==> config.mk <==
export PLATFORM = sky130hd
export DESIGN_NAME = core_controller_flat
export DESIGN_NICKNAME = d
export VERILOG_FILES = /design/src/rtl/core_controller_pkg.sv /design/src/rtl/core_controller_if.sv /design/src/rtl/core_controller.sv /design/src/flat_wrapper.sv
export SDC_FILE = /design/constraint.sdc
export NUM_CORES = 1
export LEC_CHECK = 0
export ABC_CLOCK_PERIOD_IN_PS = 2200
export CAP_MARGIN = 20
export CELL_PAD_IN_SITES_DETAIL_PLACEMENT = 0
export CELL_PAD_IN_SITES_GLOBAL_PLACEMENT = 1
export CORE_MARGIN = 2
export CORE_UTILIZATION = 33
export DETAILED_ROUTE_END_ITERATION = 12
export PLACE_DENSITY_LB_ADDON = 0.2
export SLEW_MARGIN = 0
export SYNTH_ARGS = -nofsm -noshare
export SYNTH_HDL_FRONTEND = slang
export SYNTH_SLANG_ARGS = --single-unit
export TNS_END_PERCENT = 100
==> constraint.sdc <==
create_clock -name clock -period 2.2 [get_ports clock]
set_input_delay 0.66 -clock clock [delete_from_list [all_inputs] [get_ports clock]]
set_output_delay 0.66 -clock clock [all_outputs]
set_load 0.02 [all_outputs]
==> src/rtl/core_controller_pkg.sv <==
// Shared definitions for the core_controller instruction sequencer:
// FSM state encoding, decoder op-class codes and the sequential PC step.
package core_controller_pkg;

  typedef enum logic [2:0] {
    ST_IDLE      = 3'd0,
    ST_FETCH     = 3'd1,
    ST_DECODE    = 3'd2,
    ST_EXECUTE   = 3'd3,
    ST_MEMORY    = 3'd4,
    ST_WRITEBACK = 3'd5
  } state_t;

  localparam logic [1:0] OP_ALU    = 2'd0;
  localparam logic [1:0] OP_LOAD   = 2'd1;
  localparam logic [1:0] OP_STORE  = 2'd2;
  localparam logic [1:0] OP_BRANCH = 2'd3;

  localparam int unsigned PC_INC = 4;

endpackage

==> src/rtl/core_controller_if.sv <==
// Bundle of the sequencer's handshake, strobe and status signals.
// master = the controller, slave = memories / decoder / execute unit / register file.
interface core_controller_if #(
  parameter int PcSize   = 32,
  parameter int DataSize = 32
);
  logic                enable_run;
  logic                im_req;
  logic [PcSize-1:0]   im_addr;
  logic                im_ack;
  logic [DataSize-1:0] im_rdata;
  logic [DataSize-1:0] instruction;
  logic [1:0]          op_class;
  logic                branch_taken;
  logic [PcSize-1:0]   branch_target;
  logic                enable_reg_fetch;
  logic                enable_execute;
  logic                dm_req;
  logic                dm_we;
  logic                dm_ack;
  logic                enable_reg_write;
  logic [PcSize-1:0]   pc;
  logic [31:0]         retired;

  modport master (
    input  enable_run, im_ack, im_rdata, op_class, branch_taken, branch_target, dm_ack,
    output im_req, im_addr, instruction, enable_reg_fetch, enable_execute,
           dm_req, dm_we, enable_reg_write, pc, retired
  );

  modport slave (
    output enable_run, im_ack, im_rdata, op_class, branch_taken, branch_target, dm_ack,
    input  im_req, im_addr, instruction, enable_reg_fetch, enable_execute,
           dm_req, dm_we, enable_reg_write, pc, retired
  );
endinterface

==> src/rtl/core_controller.sv <==
// Multi-cycle instruction sequencer: fetch/decode/execute/memory/writeback
// Moore FSM with PC, instruction register and retired-instruction counter.
module core_controller
  import core_controller_pkg::*;
#(
  parameter int                PcSize   = 32,
  parameter int                DataSize = 32,
  parameter logic [PcSize-1:0] ResetPc  = '0
) (
  input  logic clock,
  input  logic reset,
  core_controller_if.master bus
);

  state_t              state_q, state_d;
  logic [PcSize-1:0]   pc_q, pc_d;
  logic [DataSize-1:0] instr_q, instr_d;
  logic [31:0]         retired_q, retired_d;
  logic                retire;
  logic [PcSize-1:0]   pc_plus4;

  logic im_req, dm_req, dm_we, en_fetch, en_exec, en_write;

  assign pc_plus4 = pc_q + PcSize'(PC_INC);

  always_ff @(posedge clock or negedge reset) begin
    if (!reset) begin
      state_q <= ST_IDLE;
    end else begin
      state_q <= state_d;
    end
  end

  // Every retiring path funnels through `retire` so the run/idle decision lives in one place.
  always_comb begin
    state_d = state_q;
    retire  = 1'b0;
    case (state_q)
      ST_IDLE:   if (bus.enable_run) state_d = ST_FETCH;
      ST_FETCH:  if (bus.im_ack) state_d = ST_DECODE;
      ST_DECODE: state_d = ST_EXECUTE;
      ST_EXECUTE: begin
        case (bus.op_class)
          OP_ALU:            state_d = ST_WRITEBACK;
          OP_LOAD, OP_STORE: state_d = ST_MEMORY;
          default:           retire  = 1'b1;
        endcase
      end
      ST_MEMORY: begin
        if (bus.dm_ack) begin
          if (bus.op_class == OP_STORE) retire  = 1'b1;
          else                          state_d = ST_WRITEBACK;
        end
      end
      ST_WRITEBACK: retire = 1'b1;
      default:      state_d = ST_IDLE;
    endcase
    if (retire) state_d = bus.enable_run ? ST_FETCH : ST_IDLE;
  end

  always_comb begin
    im_req   = 1'b0;
    dm_req   = 1'b0;
    dm_we    = 1'b0;
    en_fetch = 1'b0;
    en_exec  = 1'b0;
    en_write = 1'b0;
    case (state_q)
      ST_FETCH:     im_req   = 1'b1;
      ST_DECODE:    en_fetch = 1'b1;
      ST_EXECUTE:   en_exec  = 1'b1;
      ST_MEMORY: begin
        dm_req = 1'b1;
        dm_we  = (bus.op_class == OP_STORE);
      end
      ST_WRITEBACK: en_write = 1'b1;
      default: ;
    endcase
  end

  always_comb begin
    pc_d      = pc_q;
    instr_d   = instr_q;
    retired_d = retired_q;
    if (state_q == ST_FETCH && bus.im_ack) instr_d = bus.im_rdata;
    if (retire) begin
      retired_d = retired_q + 32'd1;
      // Only a branch retires from EXECUTE; every other retire is sequential.
      if (state_q == ST_EXECUTE && bus.branch_taken) pc_d = bus.branch_target;
      else                                           pc_d = pc_plus4;
    end
  end

  always_ff @(posedge clock or negedge reset) begin
    if (!reset) begin
      pc_q      <= ResetPc;
      instr_q   <= '0;
      retired_q <= '0;
    end else begin
      pc_q      <= pc_d;
      instr_q   <= instr_d;
      retired_q <= retired_d;
    end
  end

  assign bus.im_req           = im_req;
  assign bus.im_addr          = pc_q;
  assign bus.instruction      = instr_q;
  assign bus.enable_reg_fetch = en_fetch;
  assign bus.enable_execute   = en_exec;
  assign bus.dm_req           = dm_req;
  assign bus.dm_we            = dm_we;
  assign bus.enable_reg_write = en_write;
  assign bus.pc               = pc_q;
  assign bus.retired          = retired_q;

endmodule

==> src/flat_wrapper.sv <==
// flat-port wrapper written by rule: the top's interface ports become plain ports
module core_controller_flat import core_controller_pkg::*;
#(
  parameter int                PcSize   = 32,
  parameter int                DataSize = 32,
  parameter logic [PcSize-1:0] ResetPc  = '0
)
  (clock, reset, bus_enable_run, bus_im_ack, bus_im_rdata, bus_op_class, bus_branch_taken, bus_branch_target, bus_dm_ack, bus_im_req, bus_im_addr, bus_instruction, bus_enable_reg_fetch, bus_enable_execute, bus_dm_req, bus_dm_we, bus_enable_reg_write, bus_pc, bus_retired);
  core_controller_if #(.PcSize(PcSize), .DataSize(DataSize)) bus_i ();
  input  logic clock;
  input  logic reset;
  input wire logic [$bits(bus_i.enable_run)-1:0] bus_enable_run;
  input wire logic [$bits(bus_i.im_ack)-1:0] bus_im_ack;
  input wire logic [$bits(bus_i.im_rdata)-1:0] bus_im_rdata;
  input wire logic [$bits(bus_i.op_class)-1:0] bus_op_class;
  input wire logic [$bits(bus_i.branch_taken)-1:0] bus_branch_taken;
  input wire logic [$bits(bus_i.branch_target)-1:0] bus_branch_target;
  input wire logic [$bits(bus_i.dm_ack)-1:0] bus_dm_ack;
  output wire logic [$bits(bus_i.im_req)-1:0] bus_im_req;
  output wire logic [$bits(bus_i.im_addr)-1:0] bus_im_addr;
  output wire logic [$bits(bus_i.instruction)-1:0] bus_instruction;
  output wire logic [$bits(bus_i.enable_reg_fetch)-1:0] bus_enable_reg_fetch;
  output wire logic [$bits(bus_i.enable_execute)-1:0] bus_enable_execute;
  output wire logic [$bits(bus_i.dm_req)-1:0] bus_dm_req;
  output wire logic [$bits(bus_i.dm_we)-1:0] bus_dm_we;
  output wire logic [$bits(bus_i.enable_reg_write)-1:0] bus_enable_reg_write;
  output wire logic [$bits(bus_i.pc)-1:0] bus_pc;
  output wire logic [$bits(bus_i.retired)-1:0] bus_retired;
  assign bus_i.enable_run = bus_enable_run;
  assign bus_i.im_ack = bus_im_ack;
  assign bus_i.im_rdata = bus_im_rdata;
  assign bus_i.op_class = bus_op_class;
  assign bus_i.branch_taken = bus_branch_taken;
  assign bus_i.branch_target = bus_branch_target;
  assign bus_i.dm_ack = bus_dm_ack;
  assign bus_im_req = bus_i.im_req;
  assign bus_im_addr = bus_i.im_addr;
  assign bus_instruction = bus_i.instruction;
  assign bus_enable_reg_fetch = bus_i.enable_reg_fetch;
  assign bus_enable_execute = bus_i.enable_execute;
  assign bus_dm_req = bus_i.dm_req;
  assign bus_dm_we = bus_i.dm_we;
  assign bus_enable_reg_write = bus_i.enable_reg_write;
  assign bus_pc = bus_i.pc;
  assign bus_retired = bus_i.retired;
  core_controller #(.PcSize(PcSize), .DataSize(DataSize), .ResetPc(ResetPc)) u_core (.clock(clock), .reset(reset), .bus(bus_i));
endmodule
==> out/results.ini <==
[sta]
finClkSkew_ns=0.00894
period_share_pct=97.2
slew_headroom_pct=61.5
setup_viol=0
tns_ns=0
hold_violations=0
tightest_slew_ns=0.578
clock.fmax_mhz=468
drv_slew=0
rsz0062_at_grt=false
period_minus_slack_ns=2.14

[global_route]
grt_usage_pct=17.3
antenna_found_initial=0
grt_pass1_wl_um=23000
grt_overflow=0
grt_max_degree=100
grt_pass1_vias=4392

[layout]
final_core_util_pct=51.0
antenna_cells=0
design_area_um2=7820
drive_gt1_share_pct=15.2
nets=777
areaGrowthSynthToFinish_pct=49.9

[floorplan]
die_area_um2=16800
pin_count=206
std_cell_rows=45
die_h_um=130
fp.coreArea_um2=15300
initial_core_util_pct=34.0
die_w_um=130

[route]
ant_nets=0
firstDrtPassIters=4
wl_um=14900
drt_iter0_markers=115
route.detailed.drc=0
routed_via_density=5.02
wl_per_cell_um=16.3
vias=4590

[setup_path]
crit_type=reg -> out
arrival_ns=1.48
crit_buf_inv=1
crit_slowest_cell=clkdlybuf4s50_1
r2r_setup_slack_ns=0.24
reg2regPathDepth=7
worst_ep_required_time_ns=1.54
crit_cells=1
endpoint_kind=output port
path_cells=clkdlybuf4s50_1
cpLargestDelayFamily=buffers and inverters
slowest_delay_ns=0.66
worstPathMaxFanout=7
cp-start-kind=register

[clocking]
post-cts-setup-buffers=0
clkLatencyLatePin_ns=0.34
clock-sinks=99
cts_buffer_depth=2
cts_tree=yes
cts-htree-levels=3
numCtsBuffers=9
clk_pin_slew_ns=0.07
root_buffer=clkbuf_16
cts_hold_buffers=0

[placement]
hpwl_um=10700
dpl_cell_area_um2=7480
port_buffers=205
place_congestion=0.804

[logic_synthesis]
yosys.area.top_type=dfrtp_1
synth-seq-cells=99
yosys-top-cells-area=dfrtp_1, mux2_2, buf_4, xnor2_1, a21oi_1
syn_inst=510
ys_seq_area_share_pct=47.5
synth_common_cells=dfrtp_1, nand2_1, a21oi_1, buf_4, mux2_2
async_reset_ff_share_pct=100
syn_area_um2=5210
ys_types=54
synth_nets=587
synth.avg_cell_area_um2=10.2
synth_ff_type=dfrtp_1
synth_edf_count=0
synth.most_common_cell=dfrtp_1
ys_warn_count=0
synth.top_cell.area_share_pct=47.5

[pwr]
peakVddDrop_mv=0.595
power_mw=9.82
power.switching_mw=3.80
p_comb_share_pct=50.9
p_seq_share_pct=31.7
p_per_area_nw_per_um2=1260
p_sw_share_pct=38.7
clkPwrFrac_pct=17.4
p_int_mw=6.02
leakagePower_nw=3.26

[run_status]
status=complete, no violations

[run]
cap_violations=0

[worst_hold_path]
hold_path_class=in -> async

-- state kept, by name, summed over array words and instances, names as in the netlist --
register                flops
u_core.bus.im_addr         32
u_core.bus.retired         32
u_core.state_q              3
u_core.bus.instruction     32
-- cell families after synthesis --
logic type               share of synthesized area, %
flip-flops                                       47.5
multiplexers                                     7.54
adder cells (fa/ha/maj)                          1.20
AND/OR/NAND/NOR                                  18.3
XOR/XNOR                                         5.21
AO/OA/AOI/OAI                                    12.4
buffers and inverters                            7.87
-- metal layers --
metal  vias up  share of wire, %  global-route usage (%)  routed length, um
met5         -                 0                       0                  0
met1      2221                45                    23.0               6650
met3        13               6.4                    2.99                948
met2       171                48                    28.8               7090
li1       2185                 -                       -                  -
met4         0               1.2                    5.44                176
-- power groups by stage --
| stage | registers, mW | clock network [mW] | logic [mW] |
|---|---|---|---|
| floorplan | 3.73 | 0 | 2.15 |
| global placement | 3.12 | 0 | 5.04 |
| detailed placement | 3.15 | 0 | 5.07 |
| CTS | 3.13 | 1.76 | 5.06 |
| global route | 3.24 | 1.84 | 5.34 |
| finish | 3.11 | 1.71 | 5.00 |
-- placed cells by master, fill, tap and decap left out, types with 10 or more instances in the layout --
master | netlist | final
nand4_1 | 19 | 19
a21oi_1 | 34 | 34
dlymetal6s2s_1 | 0 | 10
nand2_1 | 38 | 38
and3_1 | 17 | 17
xnor2_1 | 29 | 29
mux2_2 | 33 | 33
buf_4 | 34 | 34
o22ai_1 | 10 | 10
nor2_1 | 27 | 27
dfrtp_1 | 99 | 95
and2_1 | 10 | 10
o21ai_0 | 20 | 20
nand3_1 | 27 | 26
clkdlybuf4s50_1 | 0 | 186
-- worst paths after layout --
kind / end / start
setup / recovery: bus_im_addr[2] / u_core.bus.im_addr[2]$_DFFE_PN0N_
max in group asynchronous: u_core.bus.im_addr[14]$_DFFE_PN0N_ / reset
hold reg to reg: u_core.bus.retired[31]$_DFFE_PN0N_ / u_core.bus.retired[31]$_DFFE_PN0N_
hold / removal: u_core.bus.instruction[10]$_DFFE_PN0P_ / reset
min in group clock: u_core.bus.retired[31]$_DFFE_PN0N_ / u_core.bus.retired[31]$_DFFE_PN0N_
setup reg to reg: u_core.bus.im_addr[28]$_DFFE_PN0N_ / u_core.bus.im_addr[2]$_DFFE_PN0N_
-- timing repair --
action / 4_1_cts / 5_1_grt
setup endpoints to repair: 45 / 16
pin swaps: 3 / 0
resized for setup: 14 / 18
-- per-stage QoR --
step	worst slack, ns	hold slack (ns)	cells
6_report	0.0613	0.331	915
4_1_cts	0.00919	0.398	915
2_1_floorplan	0.104	0.364	510
5_1_grt	0.0110	0.416	915
3_3_place_gp	-0.572	0.463	900
3_5_place_dp	-0.570	0.464	900
-- area by class of cell --
cell class / count / area [um2]
flip-flops and latches: 99 / 2480
inverters: 4 / 15.0
clock buffers: 11 / 243
clock inverters: 4 / 73.8
well taps: 211 / 264
fillers: 1431 / 7500
repair buffers: 243 / 2400
multi-input cells: 343 / 2340
Power figures use the tool's default switching activity.
